===== src/rtl/lcd_pkg.sv =====
// Shared constants and state encoding for the character-LCD text writer.
// Holds the HD44780-style instruction bytes, the recognised control characters,
// the Avalon address map of the LCD slave and the command-sequencer state enum.
package lcd_pkg;

  // LCD instruction bytes (written at the instruction address)
  localparam logic [7:0] LCD_CLEAR     = 8'h01;
  localparam logic [7:0] LCD_ENTRY     = 8'h06;
  localparam logic [7:0] LCD_DISP_ON   = 8'h0C;
  localparam logic [7:0] LCD_SET_DDRAM = 8'h80;

  // Control characters interpreted from the byte stream
  localparam logic [7:0] CH_LF = 8'h0A;
  localparam logic [7:0] CH_FF = 8'h0C;

  // Avalon address map of the LCD slave
  localparam logic ADDR_INSTR = 1'b0;
  localparam logic ADDR_DATA  = 1'b1;

  typedef enum logic [1:0] {
    INIT,
    BUS,
    GAP,
    IDLE
  } state_t;

  // Power-up instruction sequence: clear, entry mode, display on.
  function automatic logic [7:0] init_cmd(input logic [1:0] idx);
    case (idx)
      2'd0:    init_cmd = LCD_CLEAR;
      2'd1:    init_cmd = LCD_ENTRY;
      default: init_cmd = LCD_DISP_ON;
    endcase
  endfunction

endpackage


===== src/rtl/avm_single_write.sv =====
// Single Avalon-MM write engine: registers one write on req and holds it until the slave accepts.
// Latency: outputs go active at the req edge; done/timeout pulse in the final cycle of the transfer.
// Backpressure: holds address/data/write stable under waitrequest; abandons after WAIT_TIMEOUT stall cycles.
//
// Ports: clk, reset (sync, active low); req/addr/data start a write (ignored while one is active);
//        waitrequest from the slave; done = accepted this cycle, timeout = abandoned this cycle;
//        address/chipselect/write/writedata/read drive the Avalon slave (read is tied low).
module avm_single_write #(
  parameter int WAIT_TIMEOUT = 1024
) (
  input  logic       clk,
  input  logic       reset,
  input  logic       req,
  input  logic       addr,
  input  logic [7:0] data,
  input  logic       waitrequest,
  output logic       done,
  output logic       timeout,
  output logic       address,
  output logic       chipselect,
  output logic       write,
  output logic [7:0] writedata,
  output logic       read
);

  localparam int CW = $clog2(WAIT_TIMEOUT + 1);

  logic [CW-1:0] wait_cnt;

  assign done    = write & ~waitrequest;
  // wait_cnt counts stalled cycles already spent, so the write is high for exactly WAIT_TIMEOUT cycles
  assign timeout = write & waitrequest & (wait_cnt == CW'(WAIT_TIMEOUT - 1));
  assign read    = 1'b0;

  always_ff @(posedge clk) begin
    if (!reset) begin
      write      <= 1'b0;
      chipselect <= 1'b0;
      address    <= 1'b0;
      writedata  <= 8'h00;
      wait_cnt   <= '0;
    end else if (write) begin
      if (done || timeout) begin
        write      <= 1'b0;
        chipselect <= 1'b0;
        wait_cnt   <= '0;
      end else begin
        wait_cnt <= wait_cnt + CW'(1);
      end
    end else if (req) begin
      write      <= 1'b1;
      chipselect <= 1'b1;
      address    <= addr;
      writedata  <= data;
      wait_cnt   <= '0;
    end
  end

endmodule


===== src/rtl/lcd_text_writer.sv =====
// Byte-stream to character-LCD writer: runs panel init, tracks the cursor, wraps rows, handles LF/FF/clear.
// Latency: a byte accepted at an edge drives write from that edge; min 3 cycles per printable character.
// Backpressure: char_ready only in IDLE with no clear outstanding; Avalon waitrequest stalls the sequence.
//
// Ports: clk, reset (sync, active low); char_valid/char_data/char_ready byte input handshake;
//        clear_req one-cycle clear request; address/chipselect/write/writedata/read/waitrequest Avalon master;
//        busy, error (sticky timeout flag), cursor_col/cursor_row current cursor position.
module lcd_text_writer
  import lcd_pkg::*;
#(
  parameter int         COLS         = 16,
  parameter logic [7:0] ROW1_BASE    = 8'h40,
  parameter int         WAIT_TIMEOUT = 1024
) (
  input  logic       clk,
  input  logic       reset,
  input  logic       char_valid,
  input  logic [7:0] char_data,
  output logic       char_ready,
  input  logic       clear_req,
  output logic       address,
  output logic       chipselect,
  output logic       write,
  output logic [7:0] writedata,
  output logic       read,
  input  logic       waitrequest,
  output logic       busy,
  output logic       error,
  output logic [3:0] cursor_col,
  output logic       cursor_row
);

  state_t     state, state_n;
  logic [1:0] init_idx, init_idx_n;     // init commands issued so far; 3 = init finished
  logic       pend_vld, pend_vld_n;     // follow-up set-address instruction after a row wrap
  logic [7:0] pend_dat, pend_dat_n;
  logic       clear_pending, clear_pending_n;
  logic       error_n;
  logic [3:0] col_n;
  logic       row_n;
  logic       req, req_addr;
  logic [7:0] req_dat;
  logic       done, timeout;

  function automatic logic [7:0] set_addr(input logic row);
    return LCD_SET_DDRAM | (row ? ROW1_BASE : 8'h00);
  endfunction

  avm_single_write #(.WAIT_TIMEOUT(WAIT_TIMEOUT)) u_avm (
    .clk        (clk),
    .reset      (reset),
    .req        (req),
    .addr       (req_addr),
    .data       (req_dat),
    .waitrequest(waitrequest),
    .done       (done),
    .timeout    (timeout),
    .address    (address),
    .chipselect (chipselect),
    .write      (write),
    .writedata  (writedata),
    .read       (read)
  );

  assign char_ready = reset & (state == IDLE) & ~clear_req & ~clear_pending;
  assign busy       = (state != IDLE) | clear_pending;

  always_comb begin
    state_n         = state;
    init_idx_n      = init_idx;
    pend_vld_n      = pend_vld;
    pend_dat_n      = pend_dat;
    clear_pending_n = clear_pending | clear_req;
    error_n         = error;
    col_n           = cursor_col;
    row_n           = cursor_row;
    req             = 1'b0;
    req_addr        = ADDR_INSTR;
    req_dat         = 8'h00;
    case (state)
      INIT: begin
        req        = 1'b1;
        req_dat    = init_cmd(2'd0);
        init_idx_n = 2'd1;
        state_n    = BUS;
      end
      BUS: begin
        if (timeout) begin
          // drop whatever remains of this command sequence, cursor stays as updated
          error_n    = 1'b1;
          pend_vld_n = 1'b0;
          init_idx_n = 2'd3;
          state_n    = GAP;
        end else if (done) begin
          state_n = GAP;
        end
      end
      GAP: begin
        if (init_idx != 2'd3) begin
          req        = 1'b1;
          req_dat    = init_cmd(init_idx);
          init_idx_n = init_idx + 2'd1;
          state_n    = BUS;
        end else if (pend_vld) begin
          req        = 1'b1;
          req_dat    = pend_dat;
          pend_vld_n = 1'b0;
          state_n    = BUS;
        end else begin
          state_n = IDLE;
        end
      end
      IDLE: begin
        if (clear_req || clear_pending) begin
          // clear has priority over a byte offered in the same cycle
          req             = 1'b1;
          req_dat         = LCD_CLEAR;
          clear_pending_n = 1'b0;
          col_n           = 4'd0;
          row_n           = 1'b0;
          state_n         = BUS;
        end else if (char_valid) begin
          if (char_data >= 8'h20 && char_data <= 8'h7E) begin
            req      = 1'b1;
            req_addr = ADDR_DATA;
            req_dat  = char_data;
            state_n  = BUS;
            if (cursor_col == 4'(COLS - 1)) begin
              col_n      = 4'd0;
              row_n      = ~cursor_row;
              pend_vld_n = 1'b1;
              pend_dat_n = set_addr(~cursor_row);
            end else begin
              col_n = cursor_col + 4'd1;
            end
          end else if (char_data == CH_LF) begin
            req     = 1'b1;
            req_dat = set_addr(~cursor_row);
            col_n   = 4'd0;
            row_n   = ~cursor_row;
            state_n = BUS;
          end else if (char_data == CH_FF) begin
            req     = 1'b1;
            req_dat = LCD_CLEAR;
            col_n   = 4'd0;
            row_n   = 1'b0;
            state_n = BUS;
          end
          // any other byte is consumed without bus activity
        end
      end
      default: state_n = INIT;
    endcase
  end

  always_ff @(posedge clk) begin
    if (!reset) begin
      state         <= INIT;
      init_idx      <= 2'd0;
      pend_vld      <= 1'b0;
      pend_dat      <= 8'h00;
      clear_pending <= 1'b0;
      error         <= 1'b0;
      cursor_col    <= 4'd0;
      cursor_row    <= 1'b0;
    end else begin
      state         <= state_n;
      init_idx      <= init_idx_n;
      pend_vld      <= pend_vld_n;
      pend_dat      <= pend_dat_n;
      clear_pending <= clear_pending_n;
      error         <= error_n;
      cursor_col    <= col_n;
      cursor_row    <= row_n;
    end
  end

endmodule

===== config.mk =====
export PLATFORM = sky130hd
export DESIGN_NAME = lcd_text_writer
export DESIGN_NICKNAME = d
export VERILOG_FILES = /design/src/rtl/lcd_pkg.sv /design/src/rtl/avm_single_write.sv /design/src/rtl/lcd_text_writer.sv
export SDC_FILE = /design/constraint.sdc
export NUM_CORES = 1
export LEC_CHECK = 0
export ABC_AREA = 1
export BUFFER_PORTS_ARGS = -buffer_cell sky130_fd_sc_hd__buf_4
export CORE_MARGIN = 3
export CORE_UTILIZATION = 61
export DETAILED_ROUTE_END_ITERATION = 8
export GPL_ROUTABILITY_DRIVEN = 0
export PLACE_DENSITY = 0.84
export SYNTH_ARGS = -nofsm -noshare
export SYNTH_HDL_FRONTEND = slang
export SYNTH_SLANG_ARGS = --single-unit
export TNS_END_PERCENT = 50

===== constraint.sdc =====
create_clock -name clk -period 3 [get_ports clk]
set_input_delay 0.3 -clock clk [delete_from_list [all_inputs] [get_ports clk]]
set_output_delay 0.3 -clock clk [all_outputs]
set_load 0.005 [all_outputs]

# Word level (Yosys, flattened, before mapping)
# Cells that the tools add are included.
# word_totals
reg_bits	42
input_bits	13
out_inout_bits	20
word_cells	138
# classes
n_addsub	3
n_lt_le_gt_ge	2
n_eq_ne	22
muxes	65
bitwise_logic	14
reduce_logical	19
# op_table
operator	count
2-to-1 mux 8 bit	6
2-to-1 mux 11 bit	3
2-to-1 mux 1 bit	32
2-to-1 mux 4 bit	6
one-hot mux 8 bit (3 select lines)	1
2-to-1 mux 2 bit	11
equality test 8 x 4 -> 1 bit (second input constant)	2
inequality test 2 bit (second input constant)	7
adder 11 x 1 -> 11 bit (second input constant)	1
equality test 11 x 10 -> 1 bit (second input constant)	1
AND reduction 3 bit	3
>= comparator 8 x 6 -> 1 bit (second input constant)	1
<= comparator 8 x 7 -> 1 bit (second input constant)	1
one-hot mux 2 bit (4 select lines)	1
one-hot mux 4 bit (2 select lines)	1
2-to-1 mux 7 bit	1
AND reduction 7 bit	1
bitwise AND 1 bit	6
inequality test 2 x 1 -> 1 bit (second input constant)	3
inequality test 3 x 2 -> 1 bit (second input constant)	2
NOT 1 bit	6
one-hot mux 1 bit (3 select lines)	2
one-hot mux 2 bit (3 select lines)	1
AND reduction 2 bit	3
other kinds (16)	23

# Logic depth before layout (Yosys ltp)
# Gate-level depths: netlist of run 1.
# depth
depth_word	9
depth_mapped	14
depth_no_buf	13

# By module
# Synthesis of run 1 repeated with hierarchy kept, for this count alone.
# unflattened
cells_unflattened	339
hier_area_um2	2237.1
# modules_own_cells
mod	instances	cells_each	area_per_inst_um2	seq_area_each_um2
lcd_text_writer	1	185	1183.6	280.3
avm_single_write	1	154	1053.5	440.4

# Worst setup path before layout of run 1
# Ideal clock, no wire load.
# synth_path
path_kind	register -> register
startpoint	register state[1]
endpoint	register u_avm.writedata[2]
setup_ns	0.064
arrival_ns	1.561
t_required_ns	2.936
path_slack_ns	1.375
path_stages_with_launch	15
n_path_buf	1
period_less_slack_ns	1.625
cell_sequence	dfxtp_1 -> ha_1 -> buf_4 -> nand2_1 -> nor2_1 -> nand2_1 -> inv_1 -> nand2_1 -> inv_1 -> nand2_1 -> nand2_1 -> nand2_1 -> nand3_1 -> nand2_1 -> nor2_1
# synth_between
elab_chain_len	3
word_cells_on_any_way	6
cone_classes	eq/ne: 2; mux: 2; reduce/logical: 2
# synth_rtl
item	line_no	text
from (decl)	lcd_text_writer.sv:33	state_t state, state_n;
from (signal assigned)	lcd_text_writer.sv:167	state <= state_n;
equality test 2 bit or logical NOT 2 bit (tied branches)	lcd_text_writer.sv:80	case (state)
one-hot mux 1 bit (3 select lines)	lcd_text_writer.sv:80	
AND reduction 2 bit (no source line)	-	
to (signal assigned)	avm_single_write.sv:54	writedata <= data;
to (decl)	avm_single_write.sv:22	output logic [7:0] writedata,
# Several ways; a longest one is shown, not always the timed one.
# A chain may end at the register's enable or synchronous reset.

# Worst setup path in the final report of run 1
# Ends and elaborated chain as after synthesis.

==> results.json, run 1 <==
{
  "status": "complete, no violations",
  "area_delta_synth_final_pct": 12.9,
  "drtIter0Drc": 223,
  "cts_buffer_depth": 2,
  "synthSimpleGateAreaFrac_pct": 36.2,
  "drive_gt1_share_pct": 15.9,
  "end_kind": "flop",
  "mostFrequentLayoutCells": "76 x nand2_1, 36 x dfxtp_1, 35 x inv_1",
  "htreeDepth": 2,
  "leakage_nw": 1.11,
  "first_global_vias": 1950,
  "finalHoldViolations": 0,
  "wirelength_um": 4930,
  "holdCritPathClass": "input port to flop",
  "post-route-min-period_ns": 2.15,
  "clock.fmax_ghz": 0.464,
  "grt_pass1_wl_um": 8540,
  "netlist_instances": 317,
  "worstSetupPathType": "flop to flop",
  "yosysWarnings": 0,
  "core_area_mm2": 0.00342,
  "vias_per_cell": 5.39,
  "yosysSeqAreaShare_pct": 32.7,
  "wire_per_inst_um": 12.6,
  "syn_area_per_cell_um2": 6.95,
  "die_x_um": 66.1,
  "vias": 2112,
  "setup_viol": 0,
  "cts_tree": "yes",
  "cap_viol_max_count": 0,
  "ios": 33,
  "grt_overflow_total": 0,
  "slew_viol_final": 0,
  "ir_drop_uv": 547,
  "drc": 0,
  "cts_resized": 0,
  "synth_top_family_by_area": "simple AND/OR/NAND/NOR gates",
  "async_flop_share_pct": 0,
  "dp_slack_ns": 0.883,
  "syn-num-nets": 342,
  "ys_ff_latch": 36,
  "layout_commonest_cell": "nand2_1",
  "syn_area_mm2": 0.00220,
  "synthAdderAreaFrac_pct": 6.81,
  "clock-sinks": 36,
  "grt_usage_pct": 25.2,
  "cts.hold.buffers_added": 0,
  "cp.required_ns": 3.29,
  "grt_start_max_net_pins": 25,
  "dieArea_mm2": 0.00437,
  "synth_edf_count": 0,
  "initial_core_util_pct": 64.5,
  "timing.setup.tns_ns": 0,
  "worst_slew_pin_slew_ns": 0.715,
  "start_kind": "flop",
  "cts_setup_buffers": 0,
  "synth.area.mux_share_pct": 0,
  "finalClockSkew_ns": 0.0115,
  "fin_ws_ns": 0.845,
  "worstPathArrival_ns": 2.44,
  "ys_types": 40,
  "antenna_found_initial": 0,
  "path_clk_slew_ns": 0.12,
  "num_rows": 21,
  "rsz0062_at_grt": "false",
  "p_per_area_mw_per_mm2": 689,
  "synthXorXnorAreaFrac_pct": 2.78,
  "yosys_most_used_dff": "dfxtp_1",
  "dp_hpwl_um": 3690,
  "die_h_um": 66.1,
  "cp_max_fo": 8,
  "relSlewSlack_pct": 52.2,
  "ctsRootBufferMaster": "clkbuf_4",
  "insertion_delay_ns": 0.35,
  "rrSetupSlack_ns": 0.85,
  "port_buffers": 31,
  "antenna_cells": 0,
  "fin_nets": 370,
  "dr.pass1.iters": 5,
  "synth-compound-area-share_pct": 11.5,
  "cts_buffers": 5,
  "antenna_left": 0,
  "finalCritPeriodShare_pct": 71.8
}
==> power breakdown <==
part / internal [mW] / leakage [nW] / switching, mW
Clock: 0.115 / 0.0315 / 0.173
Sequential: 0.566 / 0.293 / 0.0815
Combinational: 0.285 / 0.789 / 0.492
==> worst max-delay path, cell delays in order, from the launching register on <==
cell and delay (ns):
dfxtp_1 0.52, ha_1 0.43, nand2_1 0.16, nor2_1 0.14, nand2_1 0.11, inv_1 0.08
nand2_1 0.08, inv_1 0.15, nand2_1 0.09, nand2_1 0.07, nand2_1 0.05, nand3_1 0.08
nand2_1 0.06, nor2_1 0.09
==> through the flow <==
stage	util, %	instances	instance area [um^2]	hold slack [ns]	total power [mW]
after floorplan	-	317	2200	0.412	1.25
after CTS	72.8	392	2490	0.286	1.72
after detailed placement	71.0	384	2420	0.430	1.43
final	72.8	392	2490	0.285	1.71
after global routing	72.8	392	2490	0.286	1.87
after global placement	71.0	384	2420	0.420	1.41
==> layout make-up <==
cell class,count,area (um^2)
Clock inverter,1,7.51
Fill cell,296,928
Multi-Input combinational cell,233,1270
Sequential cell,36,721
Inverter,37,139
Timing Repair Buffer,32,240
Clock buffer,7,55.1
Tap cell,46,57.6
==> synth_stat cells, types with 2 or more instances <==
| master | n | area share [%] |
|---|---|---|
| a21oi_1 | 29 | 6.6 |
| buf_4 | 3 | 1.0 |
| clkbuf_1 | 3 | 0.51 |
| clkinv_1 | 2 | 0.34 |
| dfxtp_1 | 36 | 33 |
| ha_1 | 12 | 6.8 |
| inv_1 | 35 | 6.0 |
| nand2_1 | 76 | 13 |
| nand2_2 | 3 | 0.85 |
| nand2_4 | 3 | 1.5 |
| nand3_1 | 18 | 4.1 |
| nand3_2 | 4 | 1.8 |
| nand4_1 | 15 | 4.3 |
| nor2_1 | 32 | 5.5 |
| nor2_2 | 2 | 0.57 |
| nor3_1 | 7 | 1.6 |
| o211ai_1 | 2 | 0.68 |
| o21ai_0 | 8 | 1.8 |
| xnor2_1 | 2 | 0.80 |
| xor2_1 | 5 | 2.0 |
==> logic make-up after synthesis <==
group                      count (synthesis)
AOI/OAI and AO/OA                         46
other                                      1
and+or+nand+nor                          167
adders and majority gates                 12
xor gates and xnor gates                   7
buffers and inverters                     48
DFF                                       36
==> routing by layer <==
| metal | GRT usage, % | wire length [um] | up-vias |
|---|---|---|---|
| met1 | 32.4 | 2180 | 956 |
| li1 | - | - | 1090 |
| met4 | 10.7 | 115 | 0 |
| met3 | 5.10 | 285 | 11 |
| met5 | 0 | 0 | - |
| met2 | 40.9 | 2350 | 55 |
==> state kept, by name, indices dropped and copies added, names as in the netlist <==
register	flops
u_avm.wait_cnt	11
u_avm.address	1
cursor_col	4
state	2
u_avm.chipselect	1
pend_dat	2
u_avm.write	1
clear_pending	1
error	1
pend_vld	1
cursor_row	1
init_idx	2
u_avm.writedata	8
==> path summary, 6_finish.rpt <==
check	start	end	cells after the start
max	state[1]	u_avm.writedata[2]	13
max reg2reg	state[1]	u_avm.writedata[2]	13
min	clear_req	clear_pending	3
min reg2reg	u_avm.wait_cnt[10]	u_avm.wait_cnt[10]	2
Note: power is estimated with default switching activity, not from simulation.
==> run 2: changes to the inputs <==
- ABC_AREA: 1 -> 0
- CORE_UTILIZATION: 61 -> 51
- PLACE_DENSITY: 0.84 -> 0.75
- clock period: 3 -> 1.8 ns (I/O delays scaled with it)
==> results.json, run 2 <==
{
  "syn_area_mm2": 0.00210,
  "ir_drop_uv": 1100,
  "grt_start_max_net_pins": 19,
  "dr.pass1.iters": 4,
  "ys_top_cells_by_area": "dfxtp_1 34%, ha_1 7.1%, nand2_1 4.8%",
  "htreeDepth": 2,
  "path_clk_slew_ns": 0.07,
  "mostFrequentLayoutCells": "91 x buf_4, 30 x dfxtp_1, 26 x nand2_1",
  "leakage_nw": 1.28,
  "power_frac_seq_pct": 32.5,
  "dp_cells": 370,
  "holdCritPathClass": "input port to flop",
  "rr_worst_depth": 6,
  "vias": 2285,
  "end_kind": "flop",
  "relSlewSlack_pct": 65.2,
  "syn-num-nets": 271,
  "cp_max_fo": 3,
  "worst_slew_pin_slew_ns": 0.521,
  "r2r_end": "init_idx[1]",
  "grt_overflow_total": 0,
  "yosysWarnings": 0,
  "worstPathArrival_ns": 2.23,
  "insertion_delay_ns": 0.29,
  "cts_tree": "yes",
  "port_buffers": 31,
  "hold_start": "char_data[4]",
  "p_per_area_mw_per_mm2": 948,
  "reg2reg_from": "u_avm.wait_cnt[4]",
  "die_x_um": 70.2,
  "largest_registers": "u_avm.wait_cnt: 11 flops, u_avm.writedata: 8 flops, cursor_col: 4 flops",
  "largest_register": "u_avm.wait_cnt",
  "worstSetupPathType": "flop to flop",
  "cts_buffers": 5,
  "grt_pass1_wl_um": 10300,
  "fin_nets": 359,
  "async_flop_share_pct": 0,
  "drtIter0Drc": 192,
  "num_rows": 22,
  "timing.setup.tns_ns": -0.466,
  "layout_commonest_cell": "buf_4",
  "worstPathCellList": "and3_4 -> nand4_4 -> or4_4 -> a221o_1 -> or3b_1 -> a21boi_1",
  "wire_per_inst_um": 17.1,
  "antenna_cells": 0,
  "yosys_most_used_dff": "dfxtp_1",
  "yosysSeqAreaShare_pct": 34.3,
  "syn_area_per_cell_um2": 8.54,
  "setup_viol": 5,
  "clock-sinks": 36,
  "area_delta_synth_final_pct": 44.0,
  "first_global_vias": 2205,
  "cap_viol_max_count": 0,
  "finalNonFillerCells": 383,
  "synthMostInstantiatedCell": "dfxtp_1",
  "drive_gt1_share_pct": 41.2,
  "synth_edf_count": 0,
  "n_fill_cell": 247,
  "ios": 33,
  "initial_core_util_pct": 54.9,
  "cts.hold.buffers_added": 0,
  "finalHoldViolations": 0,
  "post-route-min-period_ns": 2.01,
  "cp.required_ns": 2.02,
  "violations": "negative setup slack",
  "pwr-share-comb_pct": 47.0,
  "dp_hpwl_um": 4550,
  "grt_usage_pct": 25.7,
  "ctsRootBufferMaster": "clkbuf_8",
  "clock.fmax_ghz": 0.497,
  "wirelength_um": 6530,
  "rsz0062_at_grt": "true",
  "ys_types": 64,
  "clockPowerShare_pct": 20.5,
  "vias_per_cell": 5.97,
  "intPower_mw": 1.85,
  "antenna_left": 0,
  "holdPathEnd": "u_avm.writedata[4]",
  "cts_buffer_depth": 2,
  "p_sw_mw": 1.02,
  "fin_ws_ns": -0.211,
  "netlist_instances": 246,
  "rrSetupSlack_ns": -0.21,
  "synth_top_area_share_pct": 34.3,
  "yosysTopAreaCell": "dfxtp_1",
  "cpPeakStageDelay_ns": 0.45,
  "critPathSlowestCell": "or4_4",
  "finalClockSkew_ns": 0.00732,
  "antenna_found_initial": 0,
  "core_area_mm2": 0.00383,
  "ys_ff_latch": 36,
  "largest_register_ffs": 11,
  "status": "complete, but fails checks",
  "start_kind": "flop",
  "synthTopCellsByCount": "36 x dfxtp_1, 27 x nand2_1, 13 x nand3_1, 13 x nor2_1, 13 x o21ai_0",
  "drc": 0,
  "finalCritPeriodShare_pct": 112,
  "slew_viol_final": 0,
  "die_h_um": 70.2,
  "critPathLaunch": "u_avm.wait_cnt[4]",
  "dieArea_mm2": 0.00493,
  "hold_depth": 3,
  "p_sw_share_pct": 35.7
}
-- run 2: per-stage QoR --
stage                     power (mW)  utilization [%]  hold WS [ns]  setup WS, ns  area, um^2
after floorplan                 1.63                -         0.338        -0.245        2140
after global placement          2.11             72.8         0.455        -0.148        2780
after detailed placement        2.14             72.8         0.459        -0.220        2780
after CTS                       2.75             76.8         0.198        -0.133        2940
after global routing            3.03             79.1         0.211        -0.268        3030
final                           2.87             79.1         0.200        -0.211        3030
-- run 2: worst max path at each step --
stage                             end  slack, ns  depth (start not counted)
final                     init_idx[1]      -0.21                          6
after global routing      init_idx[1]      -0.27                          6
after CTS                 init_idx[1]      -0.13                          6
after detailed placement     pend_vld      -0.22                          6
after global placement    init_idx[1]      -0.15                          6
after floorplan           init_idx[1]      -0.24                          7
-- run 2: kinds of logic after synthesis --
| kind of cell | share of synthesized area [%] |
|---|---|
| xor+xnor | 1.25 |
| buf+inv | 5.77 |
| simple gates | 27.0 |
| other cells | 0.178 |
| mux | 1.90 |
| fa+ha+maj | 7.14 |
| compound gates | 22.4 |
| flops | 34.3 |
-- run 2: repair_timing --
item                                    CTS  global route
pin swaps                                 0             9
resized for setup                         7            20
setup buffers                             5             2
endpoints found under the setup margin   13            29
-- run 2: critical path: cells and delay by family (launching register included) --
kind / cells / cell delay (ns)
AO/OA/AOI/OAI: 2 / 0.49
flip-flops: 1 / 0.35
AND/OR/NAND/NOR: 4 / 1.12
-- run 2: power by group through the flow --
| stage | combinational (mW) | clock, mW | sequential (mW) |
|---|---|---|---|
| floorplan | 0.655 | 0 | 0.979 |
| global placement | 1.16 | 0 | 0.947 |
| detailed placement | 1.19 | 0 | 0.952 |
| CTS | 1.22 | 0.593 | 0.934 |
| global route | 1.46 | 0.623 | 0.945 |
| finish | 1.35 | 0.589 | 0.934 |
-- run 2: routing by layer --
layer	part of all wire (%)	vias to the layer above	track usage (%)
met1	43	1081	32.2
met3	7.2	16	6.91
li1	-	1084	-
met2	48	104	43.0
met5	0	-	0
met4	1.8	0	7.45
-- run 2: cell type report --
type,count,area [um^2],area share (%)
clock buffer,8,90.1,2.98
inverter,10,40.0,1.32
multi-input combinational,188,1390,46.0
sequential,36,731,24.1
tap,48,60.1,1.98
timing repair buffer,93,714,23.6
